**src/rtl/booth_r8_pkg.sv**
```systemverilog
// Shared definitions for the radix-8 Booth multiplier.
// FSM states, multiple-select codes and digit-count helper.
package booth_r8_pkg;

   typedef enum logic [1:0] {
      IDLE    = 2'b00,
      PRECOMP = 2'b01,
      SCAN    = 2'b10,
      FIN     = 2'b11
   } state_e;

   localparam logic [2:0] SEL_0 = 3'd0;
   localparam logic [2:0] SEL_1 = 3'd1;
   localparam logic [2:0] SEL_2 = 3'd2;
   localparam logic [2:0] SEL_3 = 3'd3;
   localparam logic [2:0] SEL_4 = 3'd4;

   function automatic int digits_for(input int width);
      return (width + 3) / 3;
   endfunction

endpackage

```
**src/rtl/booth_r8_recode.sv**
```systemverilog
// Radix-8 Booth digit recoder.
// Turns a 4-bit overlapping window into a magnitude select and sign.
module booth_r8_recode
   import booth_r8_pkg::*;
(
   input  logic [3:0] win_i,
   output logic [2:0] sel_o,
   output logic       neg_o
);

   // Window {y2,y1,y0,y-1} -> digit -4*y2 + 2*y1 + y0 + y-1
   always_comb begin
      sel_o = SEL_0;
      neg_o = 1'b0;
      case (win_i)
         4'h0, 4'hF: begin sel_o = SEL_0; neg_o = 1'b0; end
         4'h1, 4'h2: begin sel_o = SEL_1; neg_o = 1'b0; end
         4'h3, 4'h4: begin sel_o = SEL_2; neg_o = 1'b0; end
         4'h5, 4'h6: begin sel_o = SEL_3; neg_o = 1'b0; end
         4'h7:       begin sel_o = SEL_4; neg_o = 1'b0; end
         4'h8:       begin sel_o = SEL_4; neg_o = 1'b1; end
         4'h9, 4'hA: begin sel_o = SEL_3; neg_o = 1'b1; end
         4'hB, 4'hC: begin sel_o = SEL_2; neg_o = 1'b1; end
         4'hD, 4'hE: begin sel_o = SEL_1; neg_o = 1'b1; end
         default:    begin sel_o = SEL_0; neg_o = 1'b0; end
      endcase
   end

endmodule

```
**src/rtl/booth_r8_mult.sv**
```systemverilog
// Parametrised radix-8 Booth sequential multiplier.
// One Booth digit per clock, signed or unsigned per operation.
module booth_r8_mult
   import booth_r8_pkg::*;
#(
   parameter int WIDTH = 16
) (
   input  logic               clk_i,
   input  logic               rst_i,
   input  logic               start_i,
   input  logic               mode_i,
   input  logic [WIDTH-1:0]   a_i,
   input  logic [WIDTH-1:0]   b_i,
   output logic [2*WIDTH-1:0] product_o,
   output logic               done_o,
   output logic               busy_o,
   output logic [1:0]         state_o
);

   localparam int DIGITS = digits_for(WIDTH);
   localparam int MW     = WIDTH + 3;
   localparam int HW     = WIDTH + 4;
   localparam int YB     = 3 * DIGITS;
   localparam int YW     = YB + 1;
   localparam int AW     = HW + YB;
   localparam int EXT    = YB - WIDTH;
   localparam int CW     = $clog2(DIGITS + 1);
   localparam logic [CW-1:0] LAST = CW'(DIGITS - 1);

   state_e               state_q;
   logic [CW-1:0]        cnt_q;
   logic [WIDTH-1:0]     a_q;
   logic [WIDTH-1:0]     b_q;
   logic                 mode_q;
   logic [MW-1:0]        m_q;
   logic [HW-1:0]        m3_q;
   logic [YW-1:0]        y_q;
   logic [AW-1:0]        acc_q;
   logic [2*WIDTH-1:0]   prod_q;
   logic                 done_q;
   logic                 busy_q;

   logic [2:0]           sel;
   logic                 neg;
   logic [MW-1:0]        m_d;
   logic [HW-1:0]        m3_d;
   logic [YW-1:0]        y_init;
   logic [YW-1:0]        y_d;
   logic [HW-1:0]        m_x;
   logic [HW-1:0]        mag;
   logic [HW-1:0]        pp;
   logic [HW-1:0]        hi_sum;
   logic [AW-1:0]        acc_d;

   booth_r8_recode u_recode (
      .win_i (y_q[3:0]),
      .sel_o (sel),
      .neg_o (neg)
   );

   // Operand extension and hard 3M multiple from the latched inputs
   always_comb begin
      m_d    = mode_q ? {{3{a_q[WIDTH-1]}}, a_q} : {3'b000, a_q};
      m3_d   = {m_d[MW-1], m_d} + {m_d, 1'b0};
      y_init = {{EXT{mode_q & b_q[WIDTH-1]}}, b_q, 1'b0};
   end

   // Partial-product select, accumulate and 3-bit shift for one digit
   always_comb begin
      m_x = {m_q[MW-1], m_q};
      case (sel)
         SEL_1:   mag = m_x;
         SEL_2:   mag = m_x << 1;
         SEL_3:   mag = m3_q;
         SEL_4:   mag = m_x << 2;
         default: mag = '0;
      endcase
      pp     = neg ? (~mag + 1'b1) : mag;
      hi_sum = acc_q[AW-1 -: HW] + pp;
      acc_d  = {{3{hi_sum[HW-1]}}, hi_sum, acc_q[AW-HW-1:3]};
      y_d    = {{3{y_q[YW-1]}}, y_q[YW-1:3]};
   end

   // Control FSM with registered datapath and outputs
   always_ff @(posedge clk_i) begin
      if (rst_i) begin
         state_q <= IDLE;
         cnt_q   <= '0;
         a_q     <= '0;
         b_q     <= '0;
         mode_q  <= 1'b0;
         m_q     <= '0;
         m3_q    <= '0;
         y_q     <= '0;
         acc_q   <= '0;
         prod_q  <= '0;
         done_q  <= 1'b0;
         busy_q  <= 1'b0;
      end else begin
         done_q <= 1'b0;
         unique case (state_q)
            IDLE: begin
               if (start_i) begin
                  a_q     <= a_i;
                  b_q     <= b_i;
                  mode_q  <= mode_i;
                  busy_q  <= 1'b1;
                  state_q <= PRECOMP;
               end
            end
            PRECOMP: begin
               m_q     <= m_d;
               m3_q    <= m3_d;
               y_q     <= y_init;
               acc_q   <= '0;
               cnt_q   <= '0;
               state_q <= SCAN;
            end
            SCAN: begin
               acc_q <= acc_d;
               y_q   <= y_d;
               cnt_q <= cnt_q + 1'b1;
               if (cnt_q == LAST) begin
                  busy_q  <= 1'b0;
                  state_q <= FIN;
               end
            end
            FIN: begin
               prod_q  <= acc_q[2*WIDTH-1:0];
               done_q  <= 1'b1;
               state_q <= IDLE;
            end
            default: state_q <= IDLE;
         endcase
      end
   end

   assign product_o = prod_q;
   assign done_o    = done_q;
   assign busy_o    = busy_q;
   assign state_o   = state_q;

endmodule

```
**config.mk**
```make
export PLATFORM = sky130hd
export DESIGN_NAME = booth_r8_mult
export DESIGN_NICKNAME = d
export VERILOG_FILES = /design/src/rtl/booth_r8_pkg.sv /design/src/rtl/booth_r8_recode.sv /design/src/rtl/booth_r8_mult.sv
export SDC_FILE = /design/constraint.sdc
export NUM_CORES = 1
export LEC_CHECK = 0
export CAP_MARGIN = 10
export CORE_MARGIN = 4
export CORE_UTILIZATION = 65
export CTS_BUF_LIST = sky130_fd_sc_hd__clkbuf_8
export CTS_CLUSTER_DIAMETER = 40
export DETAILED_ROUTE_END_ITERATION = 8
export DONT_BUFFER_PORTS = 1
export GPL_ROUTABILITY_DRIVEN = 0
export GPL_TIMING_DRIVEN = 0
export PLACE_DENSITY = 0.8
export REMOVE_ABC_BUFFERS = 1
export SYNTH_ARGS = -nofsm -noshare
export SYNTH_HDL_FRONTEND = slang
export SYNTH_SLANG_ARGS = --single-unit
```
**constraint.sdc**
```tcl
create_clock -name clk_i -period 6 [get_ports clk_i]
set_input_delay 1.5 -clock clk_i [delete_from_list [all_inputs] [get_ports clk_i]]
set_output_delay 1.5 -clock clk_i [all_outputs]
set_load 0.01 [all_outputs]
```
==> results.md <==
* Status: finished, final reports clean
* # hold bufs at CTS at 0
* RSZ-0062 raised after global routing: false
* Drt pass-1 iters at 5
* Synth Flop Type: dfxtp_1
* Synth-to-layout area growth at 5.44%
* CP Launch Type: flip-flop
* Final WL at roughly 18000 um
* Post-synth EDFFs at 0
* Number of cells in the finished layout apart from fillers at 1157
* CTS sink count at 164
* Reg2reg end: acc_q[36]$_SDFFE_PP0N_
* Achievable clock frequency at between 150 and 200 MHz
* Worst Setup SP: u_recode.sel_o[2]$_DFF_P_
* Share of layout cells above drive strength 1 at 5.18%
* Cts bufs inserted at 17
* Yosys top cell by area: dfxtp_1
* Antenna viol nets, final at 0
* Worst path required time at 6.35 ns
* Slew HR at around a quarter
* Via/cell ratio at around 6
* Clock slew at reported path FFs at around 0.09 ns
* Top Ports at 72
* Power per cell area at 363 nW/um2
* Fin crit share at 91.6%
* Reg-to-reg setup timing slack at 0.50 ns
* CTS tree: done
* Kind of end point of the critical path: flip-flop
* Largest net degree at the start of global routing at between 150 and 200
* Vias in the first global route at roughly 6400
* Row count at 41
* First-pass GRT wire length at 29700 um
* Syn. warnings at 0
* Sequential Area at 3280 um2
* Final Hold Viols at 0
* Skew-Pair Late Insertion Delay at 0.46 ns
* Most common cell after layout, fill and taps aside: dfxtp_1
* Via Count at 6779
* Capture point of the worst path: acc_q[36]$_SDFFE_PP0N_
* Leak pwr at roughly 3.5 nW
* Max-cap violations at 0
* ANT cells at 0
* Hold Crit Class: reg2reg
* Wirelength per Cell at 15.3 um
* DP Wirelength at 11900 um
* Initial antenna violation count at 0
* Most frequent cells in the layout: dfxtp_1 (164), nor2_1 (123), nand2_1 (118), a21oi_1 (86), mux2i_1 (84)
* CTS Buffer Depth at 2
* Top post-synthesis cells by area: dfxtp_1 (38%), mux2i_1 (9.7%), ha_1 (7.4%), nor2_1 (5.4%), nand2_1 (5.1%)
* Max IR drop VDD at 0.000231 V
* Worst path arrival time at 5.84 ns
* Sum Neg Setup Slack at 0 ns
* Die width at about 120 um
* Final slew viol count at 0
* Syn_area_per_cell at 8.54 um2
* Yosys cell types at 63
* Initial core utilization at 67.2%
* CP Class: reg2reg
* Die area at 15200 um2
* Placed Cells at 1123
* Port Buf Inserts at 0
* All-layer global routing usage at 24.0%
* Worst-margin pin slew at between 1 and 1.5 ns
* R2R depth at 17
* Setup violators final at 0
* Core footprint at 12800 um2
* Sequential area share after synthesis at 38.1%
* PostCTS Resize Cnt at 0
* Async SR Flop Fraction at 0%
* Worst Skew at 0.00904 ns
* Post-Synthesis Cell Area at 8620 um2
* Final min period at about 5.5 ns
* Worst-path maximum fanout at 23
* H-tree depth at 4
* #FFs+latches synth at 164
* Setup bufs post-CTS at 0
* Hold depth at 2
* Die height at roughly 120 um
* Final nets at 1061
* Initial drt markers at 389
* Share of the synthesized area in the top cell type at about two fifths
* Area of the multi-input gates at 4980 um2
* Post-route DRC at 0
* Syn Inst Count at 1010
* FF-to-FF Start: u_recode.sel_o[2]$_DFF_P_
* Clk root buf: clkbuf_8
* Fillers at 1069
* Total congestion overflow at 0
[per-stage QoR]
stage | power, mW | util, % | hold WS (ns) | setup slack [ns] | area [um2]
final | 3.30 | 70.9 | 0.456 | 0.503 | 9090
after global routing | 3.50 | 70.9 | 0.467 | 0.0513 | 9090
after CTS | 3.26 | 70.5 | 0.456 | 0.541 | 9040
after detailed placement | 2.41 | 67.2 | 0.443 | 0.559 | 8620
after global placement | 2.39 | 67.0 | 0.438 | 0.641 | 8590
after floorplan | 2.16 | - | 0.430 | 1.42 | 8380
[per-layer routing]
| layer | GRT usage (%) | wire length [um] | up-vias | share of wire, % |
|---|---|---|---|---|
| li1 | - | - | 3479 | - |
| met1 | 31.6 | 8470 | 3174 | 48 |
| met5 | 0 | 0 | - | 0 |
| met2 | 39.6 | 8280 | 102 | 47 |
| met4 | 8.03 | 251 | 0 | 1.4 |
| met3 | 4.80 | 648 | 24 | 3.7 |
[synth_stat cells (3+ instances only)]
cell,count
a31oi_1,4
ha_1,51
o22ai_1,8
o21ai_0,26
and3_1,3
buf_2,4
nor2b_1,10
nand3b_1,6
a22oi_1,23
dfxtp_1,164
mux2i_1,84
a21o_1,12
o32ai_1,4
inv_1,32
a211oi_1,23
nor2_1,123
buf_1,11
o21a_1,3
xnor2_1,26
nor3_1,10
a22o_1,3
nand2_1,118
o21ai_1,5
o31ai_1,4
o22a_1,5
and2_1,4
xor2_1,14
a2111o_1,3
nand2b_1,17
clkbuf_1,42
a221o_1,5
nand3_1,27
a21oi_1,86
o211ai_1,6
o21bai_1,4
or3_1,3
[layout make-up]
class | count | share of cell area, %
clock buffer | 19 | 2.88
timing repair buffer | 3 | 0.798
sequential | 164 | 36.1
multi-input combinational | 754 | 54.8
clock inverter | 13 | 1.75
tap | 172 | 2.37
inverter | 32 | 1.32
[cells by family after synthesis]
family | after synthesis | synth area share (%)
AO/OA/AOI/OAI | 245 | 18.7
AND/OR/NAND/NOR | 330 | 17.0
buffers and inverters | 92 | 4.28
flip-flops | 164 | 38.1
multiplexers | 86 | 10.0
XOR/XNOR | 40 | 4.06
adder cells (fa/ha/maj) | 53 | 7.86
[registers in the layout (all words and copies together), names as in the netlist, 3 cells and up]
signal and count:
acc_q 35, cnt_q 3, m_q 17, u_recode.sel_o 3, b_q 16, a_q 16
y_q 19, product_o 32, m3_q 17
[worst max-delay path, cell delays in order (launching register included)]
cell,delay (ns)
dfxtp_1,0.82
nor2b_4,0.34
nor2b_1,0.73
a22oi_1,0.28
o2111ai_1,0.19
o21ai_1,0.18
nand2_1,0.18
o21ai_0,0.13
xor2_1,0.19
ha_1,0.37
a21o_1,0.20
a31oi_1,0.16
o221a_2,0.20
o31ai_1,0.11
a31o_2,0.28
a31oi_1,0.28
mux2_2,0.39
a2111o_1,0.35
[worst min-delay path by stage]
stage | startpoint | end | slack (ns)
detailed placement | b_q[1]$_SDFFE_PP0P_ | b_q[1]$_SDFFE_PP0P_ | 0.44
global placement | b_q[1]$_SDFFE_PP0P_ | b_q[1]$_SDFFE_PP0P_ | 0.44
floorplan | b_q[0]$_SDFFE_PP0P_ | b_q[0]$_SDFFE_PP0P_ | 0.43
global route | b_q[9]$_SDFFE_PP0P_ | b_q[9]$_SDFFE_PP0P_ | 0.47
CTS | b_q[1]$_SDFFE_PP0P_ | b_q[1]$_SDFFE_PP0P_ | 0.46
finish | b_q[1]$_SDFFE_PP0P_ | b_q[1]$_SDFFE_PP0P_ | 0.46
[report_power, final]
| group | total (mW) | switching [mW] | internal (mW) |
|---|---|---|---|
| logic | 1.10 | 0.672 | 0.426 |
| clock network | 0.849 | 0.441 | 0.408 |
| registers | 1.35 | 0.138 | 1.21 |
No activity file was read; power rests on OpenSTA's default activity.
==> edit 1 (same flow settings) <==
Add an input register stage for `start_i`, `mode_i`, `a_i` and `b_i`, with the module's reset; this delays them by one clock.
--- a/src/rtl/booth_r8_mult.sv
+++ b/src/rtl/booth_r8_mult.sv
@@ -26,6 +26,25 @@
    localparam int EXT    = YB - WIDTH;
    localparam int CW     = $clog2(DIGITS + 1);
    localparam logic [CW-1:0] LAST = CW'(DIGITS - 1);
+
+   logic start_q;
+   logic mode_r;
+   logic [WIDTH-1:0] a_r;
+   logic [WIDTH-1:0] b_r;
+
+   always_ff @(posedge clk_i) begin
+      if (rst_i) begin
+         start_q <= '0;
+         mode_r  <= '0;
+         a_r     <= '0;
+         b_r     <= '0;
+      end else begin
+         start_q <= start_i;
+         mode_r  <= mode_i;
+         a_r     <= a_i;
+         b_r     <= b_i;
+      end
+   end
 
    state_e               state_q;
    logic [CW-1:0]        cnt_q;
@@ -100,10 +119,10 @@
          done_q <= 1'b0;
          unique case (state_q)
             IDLE: begin
-               if (start_i) begin
-                  a_q     <= a_i;
-                  b_q     <= b_i;
-                  mode_q  <= mode_i;
+               if (start_q) begin
+                  a_q     <= a_r;
+                  b_q     <= b_r;
+                  mode_q  <= mode_r;
                   busy_q  <= 1'b1;
                   state_q <= PRECOMP;
                end
Check against the original RTL: not equivalent (Yosys sat finds a counterexample within 4 cycles, from zero or initial values and one cycle with rst_i high).
==> edit 1 against the original RTL <==
  * Wire length shrank 0.11%
  * Cell area grew 9.9%
  * Sequential cell count rose by 34
  * Total power is 5.4% lower
  * Critical path depth decreased by 2
  * Worst setup slack better by 530 ps
  * First-iteration DRC count down 1.8%
  * Synthesized area is 11% higher
  * Worst hold slack got worse by 22 ps
  * Highest routed layer unchanged
==> edit 1: results (changes against the original RTL) <==
| Metric | Value |
|---|---|
| Place WS | 1070 ps (+512 ps) |
| Largest net degree at the start of global routing | 197 (+19%) |
| Outcome | finished, final reports clean |
| GRT Util Overall | 21.7% (-2.4 points) |
| Combinational power | 0.000738 W (-33%) |
| Worst EP arrival | 5330 ps (-510 ps) |
| Synth top area share | 41.6% (+3.5 points) |
| Final #Nets | 1116 (+5.2%) |
| Mux cell area share after synthesis | 9.53% (-0.49 points) |
| Placed cell count | 1191 (+6.1%) |
| Synth Area per Inst | 8.93 sq um (+4.6%) |
| Seq/Total Area, Yosys | 41.6% (+3.5 points) |
| Crit Path Max Fanout | 31 (+35%) |
| Fill cells | 1153 (+7.9%) |
| Int Pwr | 0.00207 W (+0.93%) |
| Multi-input logic area | 0.00521 sq mm (+4.6%) |
| Share of layout cells above drive strength 1 | 5.38% (+0.21 points) |
| Synth Area in XOR/XNOR | 4.22% (+0.16 points) |
| Clk cell area share | 4.27% (-0.35 points) |
| Dpl hpwl | 11700 um (-1.4%) |
| Initial detailed-routing violation count | 382 (-1.8%) |
| Vias/cell | 5.72 (-2.3%) |
| Sequential share of cell area | 39.7% (+3.6 points) |
| IR Drop Worst-Case VDD | 214 uV (-7.2%) |
| Largest family of logic cells by synthesized area | simple AND/OR/NAND/NOR gates |
| Slew @ Worst Pin | 1170 ps (+22.1 ps) |
| Clock group | 0.000897 W (+5.7%) |
| First-pass DRT Iterations | 6 (+1) |
| Sw frac | 33.8% (-4.1 points) |
| Post-Route WL | 17600 um (-0.11%) |
| Seq Cell Count | 198 (+21%) |
| Synth area leaders | dfxtp_1 (42%), mux2i_1 (9.1%), ha_1 (6.7%) |
| First-pass GRT wire length | 30200 um (+1.7%) |
| Post-Synth Adder-Cell Area | 7.11% (-0.75 points) |
| CLK BUF | 18 (-1) |
| Non-clock buffering overhead | 0.676% (-0.12 points) |
| Cell row count | 44 (+7.3%) |
| Avg WL per Cell | 14.4 um (-5.6%) |
| Netlist cell types | 70 (+11%) |
| Leakage power | 3.78 nW (+8.7%) |
| Placed cell area | 0.00954 sq mm (+11%) |
| Number of non-clock inverters | 24 (-25%) |
| Multi-In Gates | 783 (+3.8%) |
[edit 1: critical path, stage by stage (launching register included)]
cell and delay, ps:
dfxtp_1 1080, nor2b_1 690, nand2_1 170, ha_1 310
nand2_1 60, o21ai_0 130, ha_1 340, a211oi_1 350
o21bai_1 140, a21oi_1 360, o211ai_1 190, a41oi_1 360
o21ai_0 160, a31oi_1 230, xnor2_1 90, a22o_1 200
[edit 1: path summary, 6_finish.rpt]
check	from	end	slack [ps]	cells after the start
worst min register to register	b_r[13]	b_q[13]	430	2
worst max-delay path	u_recode.sel_o[0]	acc_q[36]	1040	15
worst max register to register	u_recode.sel_o[0]	acc_q[36]	1040	15
worst min-delay path	b_r[13]	b_q[13]	430	2
[edit 1: per-layer routing]
layer	part of all wire (%)	vias up	track usage (%)
met4	1.7	0	7.97
met2	45	139	34.6
met1	49	3211	29.2
li1	-	3637	-
met5	0	-	0
met3	4.3	19	4.45
==> edit 2 (config.mk and constraints unchanged) <==
Made on the original files. The parameter `WIDTH` goes from 16 to 32.
--- a/src/rtl/booth_r8_mult.sv
+++ b/src/rtl/booth_r8_mult.sv
@@ -3,7 +3,7 @@
 module booth_r8_mult
    import booth_r8_pkg::*;
 #(
-   parameter int WIDTH = 16
+   parameter int WIDTH = 32
 ) (
    input  logic               clk_i,
    input  logic               rst_i,
Ports: changed (resized a_i, b_i and product_o); port bits go from 72 to 136. The function was not compared with the original's and may differ.
==> edit 2 against the original RTL <==
  * Sequential cell count rose by 143
  * First-iteration DRC count grew 150%
  * Die area increased by 83%
  * Wire length up 110%
  * Cell area rose by 95%
  * Worst setup slack got worse by 130 ps
  * Critical endpoint is now acc_q[67]
  * Count of clock-buffer cells in the layout increased by 47
  * Clock skew increased by 16 ps
  * Synthesized area rose by 90%
  * Maximum frequency fell by 2.3%
  * Total power is 110% higher
==> edit 2: results (changes against the original RTL) <==
| Metric | Value |
|---|---|
| Worst EP arrival | 6150 ps (+310 ps) |
| Netlist cell types | 74 (+17%) |
| Worst Hold Path EP | b_q[18] |
| GRT met2 Usage | 41.1% (+1.6 points) |
| CTS clock-pin slew for the worst setup and hold paths | 60 ps (-30 ps) |
| IR Drop Worst-Case VDD | 372 uV (+61%) |
| Synth Area in XOR/XNOR | 4.44% (+0.37 points) |
| Avg WL per Cell | 16.4 um (+7.5%) |
| Vias in the first global route | 13000 (+100%) |
| Clock skew | 24.8 ps (+15.8 ps) |
| Synth Area in Compound Gates | 18.6% (-0.17 points) |
| Leakage power | 7.03 nW (+100%) |
| Synth Area per Inst | 8.42 sq um (-1.3%) |
| Sw frac | 35.9% (-2.1 points) |
| Clock Latency Late Sink | 590 ps (+130 ps) |
| Tmin final | 5630 ps (+129 ps) |
| Hold Path Origin | b_q[18] |
| CP peak stage delay | 750 ps (-70 ps) |
| Metal1 wirelength | 16800 um (+99%) |
| GRT met1 Usage | 34.9% (+3.2 points) |
| Mux cell area share after synthesis | 10.6% (+0.57 points) |
| Final #Nets | 2031 (+91%) |
| Placed cell count | 2152 (+92%) |
| Top post-synthesis cells by count | dfxtp_1 (307), nand2_1 (231), nor2_1 (220) |
| Share of layout cells above drive strength 1 | 6.55% (+1.4 points) |
| Worst slew margin | 23.2% (-0.12 points) |
| Initial detailed-routing violation count | 967 (+150%) |
| Outcome | finished, final reports clean |
| Placed cell area | 0.0165 sq mm (+92%) |
| Synth area leaders | dfxtp_1 (38%), mux2i_1 (9.9%), ha_1 (6.1%) |
| Largest net degree at the start of global routing | 313 (+90%) |
| Worst reg2reg path depth | 19 (+2) |
| H-tree depth | 2 (-2) |
| CTS Buf Count | 50 (+33) |
| FF-to-FF End | acc_q[67] |
| Met3 Use GR | 4.84% (+0.032 points) |
| Crit Path Max Fanout | 28 (+22%) |
| Post-Synth Adder-Cell Area | 6.35% (-1.5 points) |
| CP Launch Point | u_recode.sel_o[0] |
[edit 2: changes by cell type after synthesis, moves of 42 or more]
cell	delta
dfxtp_1	+143
mux2i_1	+78
nand2_1	+113
o21ai_0	+42
clkbuf_1	+51
a21oi_1	+87
nor2_1	+97
[edit 2: layout make-up]
type	count	area, sq um
tap	324	405
clock buffer	66	908
fill	1929	6790
timing repair buffer	10	205
multi-input combinational	1476	9660
clock inverter	28	285
sequential	307	6150
inverter	36	135
[edit 2: power by group through the flow]
stage / sequential, W / combinational (W) / clock (W)
finish: 0.00252 / 0.00218 / 0.00207
global route: 0.00256 / 0.00240 / 0.00221
CTS: 0.00252 / 0.00217 / 0.00211
detailed placement: 0.00256 / 0.00216 / 0
global placement: 0.00256 / 0.00202 / 0
floorplan: 0.00249 / 0.00163 / 0
[edit 2: repair_timing]
action                                  CTS  global route
hold buffers                              0             0
resized for setup                         0             1
endpoints found under the setup margin    0             1
buffers inserted                          0             0
